==> config.mk <==
export PLATFORM = sky130hd
export DESIGN_NAME = mlp_layer_sequencer
export DESIGN_NICKNAME = d
export VERILOG_FILES = /design/src/rtl/mlp_layer_sequencer.sv
export SDC_FILE = /design/constraint.sdc
export NUM_CORES = 1
export LEC_CHECK = 0
export ABC_AREA = 1
export CAP_MARGIN = 20
export CORE_UTILIZATION = 32
export CTS_BUF_LIST = sky130_fd_sc_hd__clkbuf_16
export CTS_CLUSTER_SIZE = 14
export DETAILED_ROUTE_END_ITERATION = 10
export GPL_ROUTABILITY_DRIVEN = 0
export HOLD_SLACK_MARGIN = 0.06
export PLACE_DENSITY = 0.64
export SKIP_LAST_GASP = 1
export SLEW_MARGIN = 20
export SYNTH_ARGS = -nofsm -noshare
export SYNTH_HDL_FRONTEND = slang
export SYNTH_SLANG_ARGS = --single-unit
==> constraint.sdc <==
create_clock -name clk -period 3.4 [get_ports clk]
set_clock_uncertainty 0.05 [all_clocks]
set_input_delay 0.68 -clock clk [delete_from_list [all_inputs] [get_ports clk]]
set_output_delay 0.68 -clock clk [all_outputs]
set_load 0.005 [all_outputs]
==> src/rtl/mlp_layer_sequencer.sv <==
// ---------------------------------------------------------------------------
// mlp_layer_sequencer
//
// Address/control sequencer for one fully-connected MLP layer. For every
// output neuron it streams the (input, weight) SRAM address pairs with a read
// enable, then re-times the element tags through a read-latency pipeline so
// the MAC receives valid/clear/last strobes aligned with the SRAM data.
// Between neurons it waits for the sigmoid stage (out_ready) before issuing
// the next neuron.
//
// Optional feature: define SEQ_BIAS_EN to append one bias element per neuron
// (in_addr = N_IN, the input SRAM slot holding 1.0). The weight rows then
// have a stride of N_IN+1.
//
// Ports:
//   clk        rising-edge clock
//   reset      synchronous active-high reset, aborts a pass without done
//   start      begin a layer pass (only honoured while idle)
//   out_ready  downstream can accept the next neuron result
//   rd_en      SRAM read enable for in_addr / wgt_addr
//   in_addr    input SRAM address (element index)
//   wgt_addr   weight SRAM address
//   mac_valid  SRAM data at the MAC inputs is valid
//   mac_clear  first element of a neuron, MAC loads instead of accumulating
//   mac_last   final element of a neuron
//   neuron_idx neuron number aligned with mac_valid (0 when not valid)
//   busy       high from start acceptance until done
//   done       one-cycle pulse at the end of the pass
// ---------------------------------------------------------------------------
module mlp_layer_sequencer #(
  parameter int N_IN     = 784,
  parameter int N_OUT    = 200,
  parameter int IN_AW    = 10,
  parameter int WGT_AW   = 18,
  parameter int WGT_BASE = 0,
  parameter int RD_LAT   = 1,
  parameter int NIDX_W   = 8
) (
  input  logic              clk,
  input  logic              reset,
  input  logic              start,
  input  logic              out_ready,
  output logic              rd_en,
  output logic [IN_AW-1:0]  in_addr,
  output logic [WGT_AW-1:0] wgt_addr,
  output logic              mac_valid,
  output logic              mac_clear,
  output logic              mac_last,
  output logic [NIDX_W-1:0] neuron_idx,
  output logic              busy,
  output logic              done
);

`ifdef SEQ_BIAS_EN
  localparam int N_ELEM = N_IN + 1;
`else
  localparam int N_ELEM = N_IN;
`endif

  localparam logic [IN_AW-1:0]  LAST_ELEM   = IN_AW'(N_ELEM - 1);
  localparam logic [NIDX_W-1:0] LAST_NEURON = NIDX_W'(N_OUT - 1);
  localparam logic [WGT_AW-1:0] WGT_START   = WGT_AW'(WGT_BASE);
  localparam logic [2:0]        DRAIN_LAST  = 3'(RD_LAT - 1);

  localparam longint WGT_SPAN  = longint'(WGT_BASE) + longint'(N_OUT) * longint'(N_ELEM) - 1;
  localparam longint WGT_LIMIT = longint'(1) << WGT_AW;
  localparam longint IN_SPAN   = longint'(N_ELEM - 1);
  localparam longint IN_LIMIT  = longint'(1) << IN_AW;

  // Configurations whose address ranges do not fit the SRAM address widths
  // would silently wrap, so they are rejected when the design is elaborated.
  if (WGT_SPAN >= WGT_LIMIT) begin : g_wgt_overflow
    $error("mlp_layer_sequencer: weight address range exceeds WGT_AW");
  end
  if (IN_SPAN >= IN_LIMIT) begin : g_in_overflow
    $error("mlp_layer_sequencer: input address range exceeds IN_AW");
  end

  typedef enum logic [2:0] {IDLE, ISSUE, HOLD, DRAIN, DONE} state_e;

  // One read-pipeline entry: the tags that must reach the MAC with the data.
  typedef struct packed {
    logic              v;
    logic              c;
    logic              l;
    logic [NIDX_W-1:0] n;
  } rd_tag_t;

  state_e            state_q, state_d;
  logic [IN_AW-1:0]  elem_q, elem_d;
  logic [NIDX_W-1:0] neuron_q, neuron_d;
  logic [WGT_AW-1:0] wgt_q, wgt_d;
  logic [2:0]        drain_q, drain_d;
  rd_tag_t           pipe_q [RD_LAT];
  rd_tag_t           pipe_d [RD_LAT];

  logic elem_last;
  logic neuron_last;

  assign elem_last   = (elem_q == LAST_ELEM);
  assign neuron_last = (neuron_q == LAST_NEURON);

  // State register.
  always_ff @(posedge clk) begin
    if (reset) begin
      state_q <= IDLE;
    end else begin
      state_q <= state_d;
    end
  end

  // Next-state logic. A neuron boundary either flows straight into the next
  // neuron or parks in HOLD until the sigmoid stage is ready.
  always_comb begin
    state_d = state_q;
    case (state_q)
      IDLE:  if (start) state_d = ISSUE;
      ISSUE: begin
        if (elem_last) begin
          if (neuron_last)     state_d = DRAIN;
          else if (!out_ready) state_d = HOLD;
        end
      end
      HOLD:  if (out_ready) state_d = ISSUE;
      DRAIN: if (drain_q == DRAIN_LAST) state_d = DONE;
      DONE:  state_d = IDLE;
      default: state_d = IDLE;
    endcase
  end

  // FSM outputs.
  always_comb begin
    rd_en = 1'b0;
    busy  = 1'b0;
    done  = 1'b0;
    case (state_q)
      ISSUE: begin
        rd_en = 1'b1;
        busy  = 1'b1;
      end
      HOLD, DRAIN: busy = 1'b1;
      DONE:        done = 1'b1;
      default: ;
    endcase
  end

  // Address counters. The weight address simply increments because the
  // weight rows are stored back to back with a stride of N_ELEM; after the
  // last element of a neuron the counters already point at the next neuron's
  // element 0, which is what HOLD presents.
  always_comb begin
    elem_d   = elem_q;
    neuron_d = neuron_q;
    wgt_d    = wgt_q;
    drain_d  = '0;
    case (state_q)
      IDLE: begin
        if (start) begin
          elem_d   = '0;
          neuron_d = '0;
          wgt_d    = WGT_START;
        end
      end
      ISSUE: begin
        wgt_d = wgt_q + WGT_AW'(1);
        if (elem_last) begin
          elem_d   = '0;
          neuron_d = neuron_q + NIDX_W'(1);
        end else begin
          elem_d = elem_q + IN_AW'(1);
        end
      end
      DRAIN: drain_d = drain_q + 3'd1;
      DONE: begin
        elem_d   = '0;
        neuron_d = '0;
        wgt_d    = '0;
      end
      default: ;
    endcase
  end

  // Read pipeline: tags are gated by rd_en so clear/last/neuron_idx are
  // never seen without mac_valid.
  always_comb begin
    pipe_d[0]   = '0;
    pipe_d[0].v = rd_en;
    pipe_d[0].c = rd_en & (elem_q == '0);
    pipe_d[0].l = rd_en & elem_last;
    pipe_d[0].n = rd_en ? neuron_q : '0;
    for (int i = 1; i < RD_LAT; i++) begin
      pipe_d[i] = pipe_q[i-1];
    end
  end

  // Datapath registers.
  always_ff @(posedge clk) begin
    if (reset) begin
      elem_q   <= '0;
      neuron_q <= '0;
      wgt_q    <= '0;
      drain_q  <= '0;
      for (int i = 0; i < RD_LAT; i++) begin
        pipe_q[i] <= '0;
      end
    end else begin
      elem_q   <= elem_d;
      neuron_q <= neuron_d;
      wgt_q    <= wgt_d;
      drain_q  <= drain_d;
      pipe_q   <= pipe_d;
    end
  end

  assign in_addr    = elem_q;
  assign wgt_addr   = wgt_q;
  assign mac_valid  = pipe_q[RD_LAT-1].v;
  assign mac_clear  = pipe_q[RD_LAT-1].c;
  assign mac_last   = pipe_q[RD_LAT-1].l;
  assign neuron_idx = pipe_q[RD_LAT-1].n;

endmodule

==> summary.txt <==
Run status
  – Status: completed

Synthesis
  – Async S/R FF share, synth: 0%
  – Post-Syn Nets: around 370
  – Synth warn: 0
  – Commonest cells in the synthesized netlist: nand2_1, nor2_1, dfxtp_1
  – Top_reg_cell synth: dfxtp_1
  – Synth area leaders: dfxtp_1, nand2_1, nor2_1
  – Post-Syn Area: 0.002534 sq mm
  – Number of synthesized flops with an enable pin: 0
  – Sequential cell area fraction in the yosys report: 41.88%
  – Mapped Cells: 363
  – Synthesized area per cell: 6.980 sq um
  – Top-area cell type share of the netlist area: 41.88%
  – Synthesis-stage register bit count: 53
  – Synth unique cells: 29
  – Top-count cell post-synth: nand2_1
  – Synth area leader: dfxtp_1

Drt
  – Initial DRT Pass Iterations: 4
  – Post-route ant nets: 0
  – Initial DRC count: 119
  – Drc violations: 0
  – Via/cell ratio: 4.587
  – Vias post-DR: 2353
  – Wirelength per Cell: ~11 um
  – Final wirelength: roughly 5600 um

Clock tree
  – Post-cts repair resize count: 0
  – Clk root buf: clkbuf_16
  – CTS buffer count: 5
  – CTS tree: yes
  – Post-CTS Setup Inserts: 0
  – Clock transition at path regs: 70 ps
  – Cts hold-fix bufs: 0
  – Clk Latency, worst-skew pair: 290 ps
  – Clock buffer depth: 2
  – Clk sinks: 53
  – CTS H-tree lvls: 2

Setup path
  – Critical path type: reg2out
  – Critical path capture point: rd_en
  – Worst setup SP type: flop
  – Worst r2r src: state_q[0]
  – Maximum single-stage delay on the critical path: 550 ps
  – Worst Path Arrival: 1780 ps
  – Req. time, crit path: between 2000 and 3000 ps
  – Worst path depth: 3
  – CP Launch Point: state_q[0]
  – R2r endpoint: neuron_q[5]
  – Cell class contributing the biggest share of worst-path delay: buffers and inverters
  – FF-to-FF path depth: 8
  – Reg2Reg Setup Slack: 1650 ps
  – Crit-path slowest cell: dfxtp_1
  – WP buf/inv: 2
  – Worst path cell trace: nand3_4 > inv_2 > clkdlybuf4s50_1
  – Crit. End Element: output pin
  – Worst Path Max Fanout: 8

Floorplan
  – Die area: 0.008277 sq mm
  – Height of the die: 90.98 um
  – Initial Util: 32.96%
  – Core Footprint: 0.007687 sq mm
  – Die Wd: 90.98 um
  – Row count: 32
  – Top Ports: 46

Finish
  – N_diodes: 0
  – Layout area overhead: 26.86%
  – Share of cells above drive strength 1: about 5.8%
  – Final #Nets: 420
  – Layout Utilization: 41.81%
  – Post-route design area: 0.003214 sq mm

STA
  – Worst slew pin tran: roughly 450 ps
  – Number of setup violations in the final report: 0
  – Setup slack after layout: 889.5 ps
  – Setup_tns: 0 ps
  – Hold Vio Cnt, Final: 0
  – Final slew viol count: 0
  – Final min period: 2510 ps
  – Crit share post-route: between 70% and 80%
  – Worst slew margin: a little over two thirds
  – Fmax: 398.3 MHz
  – RSZ-0062 raised after global routing: false

Global route
  – Pin count of the biggest net entering global routing: 26
  – Initial antenna violation count: 0
  – Total grt overflow: 0
  – First-pass GRT wire length: 9549 um
  – Number of global-route vias before repair: 2200
  – Gr usage total: between 10% and 20%

Min path
  – Hold Crit Class: reg2reg
  – Hold path start: drain_q[0]

Power and ir drop
  – Peak supply drop: between 0.2 and 0.25 mV
  – Pwr Total: 1.734 mW
  – PD cells: about 540 mW/mm^2
  – Leakage: 1.304 nW

Place
  – PortBufs: 45
  – Post-DP HPWL: 4112 um
  – Placed instance area: 0.003072 sq mm
  – Dpl ws: 878.5 ps

Run
  – # Max-Cap Violations: 0
power breakdown:
group	leakage, nW	total, mW	switching (mW)	internal [mW]
Sequential	0.428	0.725	0.0595	0.665
Clock	0.0754	0.491	0.219	0.272
Combinational	0.801	0.518	0.338	0.180
registers in the layout (all words and copies together), names as in the netlist:
signal and cells:
wgt_addr 18, neuron_idx 8, mac_last 1, drain_q 3
state_q 3, in_addr 10, neuron_q 8, mac_clear 1
mac_valid 1
stage by stage:
| step | hold WS, ps | std cells |
|---|---|---|
| floorplan | 367.3 | 363 |
| global placement | 375.9 | 505 |
| detailed placement | 401.3 | 505 |
| CTS | 412.3 | 513 |
| global route | 445.1 | 513 |
| finish | 410.4 | 513 |
cells in the final DEF, fill, tap and decap left out, types with 3 or more instances in the layout:
cell,netlist,final
ha_1,6,6
nand2_2,4,4
o21ai_0,11,11
o21ai_1,3,3
a21oi_1,19,19
nor2_1,68,68
nand2_1,81,81
inv_2,4,4
xor2_1,3,3
inv_1,49,50
clkbuf_16,0,5
nand3_1,22,22
o21bai_1,3,3
dfxtp_1,53,53
nor3_1,5,5
nand4_1,13,13
clkdlybuf4s50_1,0,45
cell families (layout without fill, tap and decap cells):
kind of cell / after synthesis / after routing / synth area share, %
simple gates: 202 / 202 / 35.51
buf+inv: 58 / 106 / 9.432
flops: 53 / 53 / 41.88
compound gates: 40 / 40 / 8.839
fa+ha+maj: 6 / 6 / 2.963
xor+xnor: 4 / 4 / 1.383
final cells by class:
type | instances | area [sq um]
Clock inverter | 3 | 17.52
Inverter | 53 | 198.9
Fill cell | 812 | 4473
Multi-Input combinational cell | 252 | 1234
Timing Repair Buffer | 45 | 450.4
Sequential cell | 53 | 1061
Clock buffer | 5 | 125.1
Tap cell | 102 | 127.6
how the worst min path moves through the flow:
stage / to / depth (start not counted)
after floorplan: drain_q[0] / 1
after global placement: drain_q[0] / 1
after detailed placement: drain_q[0] / 1
after CTS: drain_q[0] / 1
after global routing: drain_q[0] / 1
final: drain_q[0] / 1
routing by layer:
| metal | share of wire [%] | track usage (%) |
|---|---|---|
| met5 | 0 | 0 |
| met4 | 0.90 | 3.836 |
| met3 | 3.8 | 2.596 |
| met2 | 44 | 22.85 |
| met1 | 51 | 18.74 |
Power figures use the tool's default switching activity.
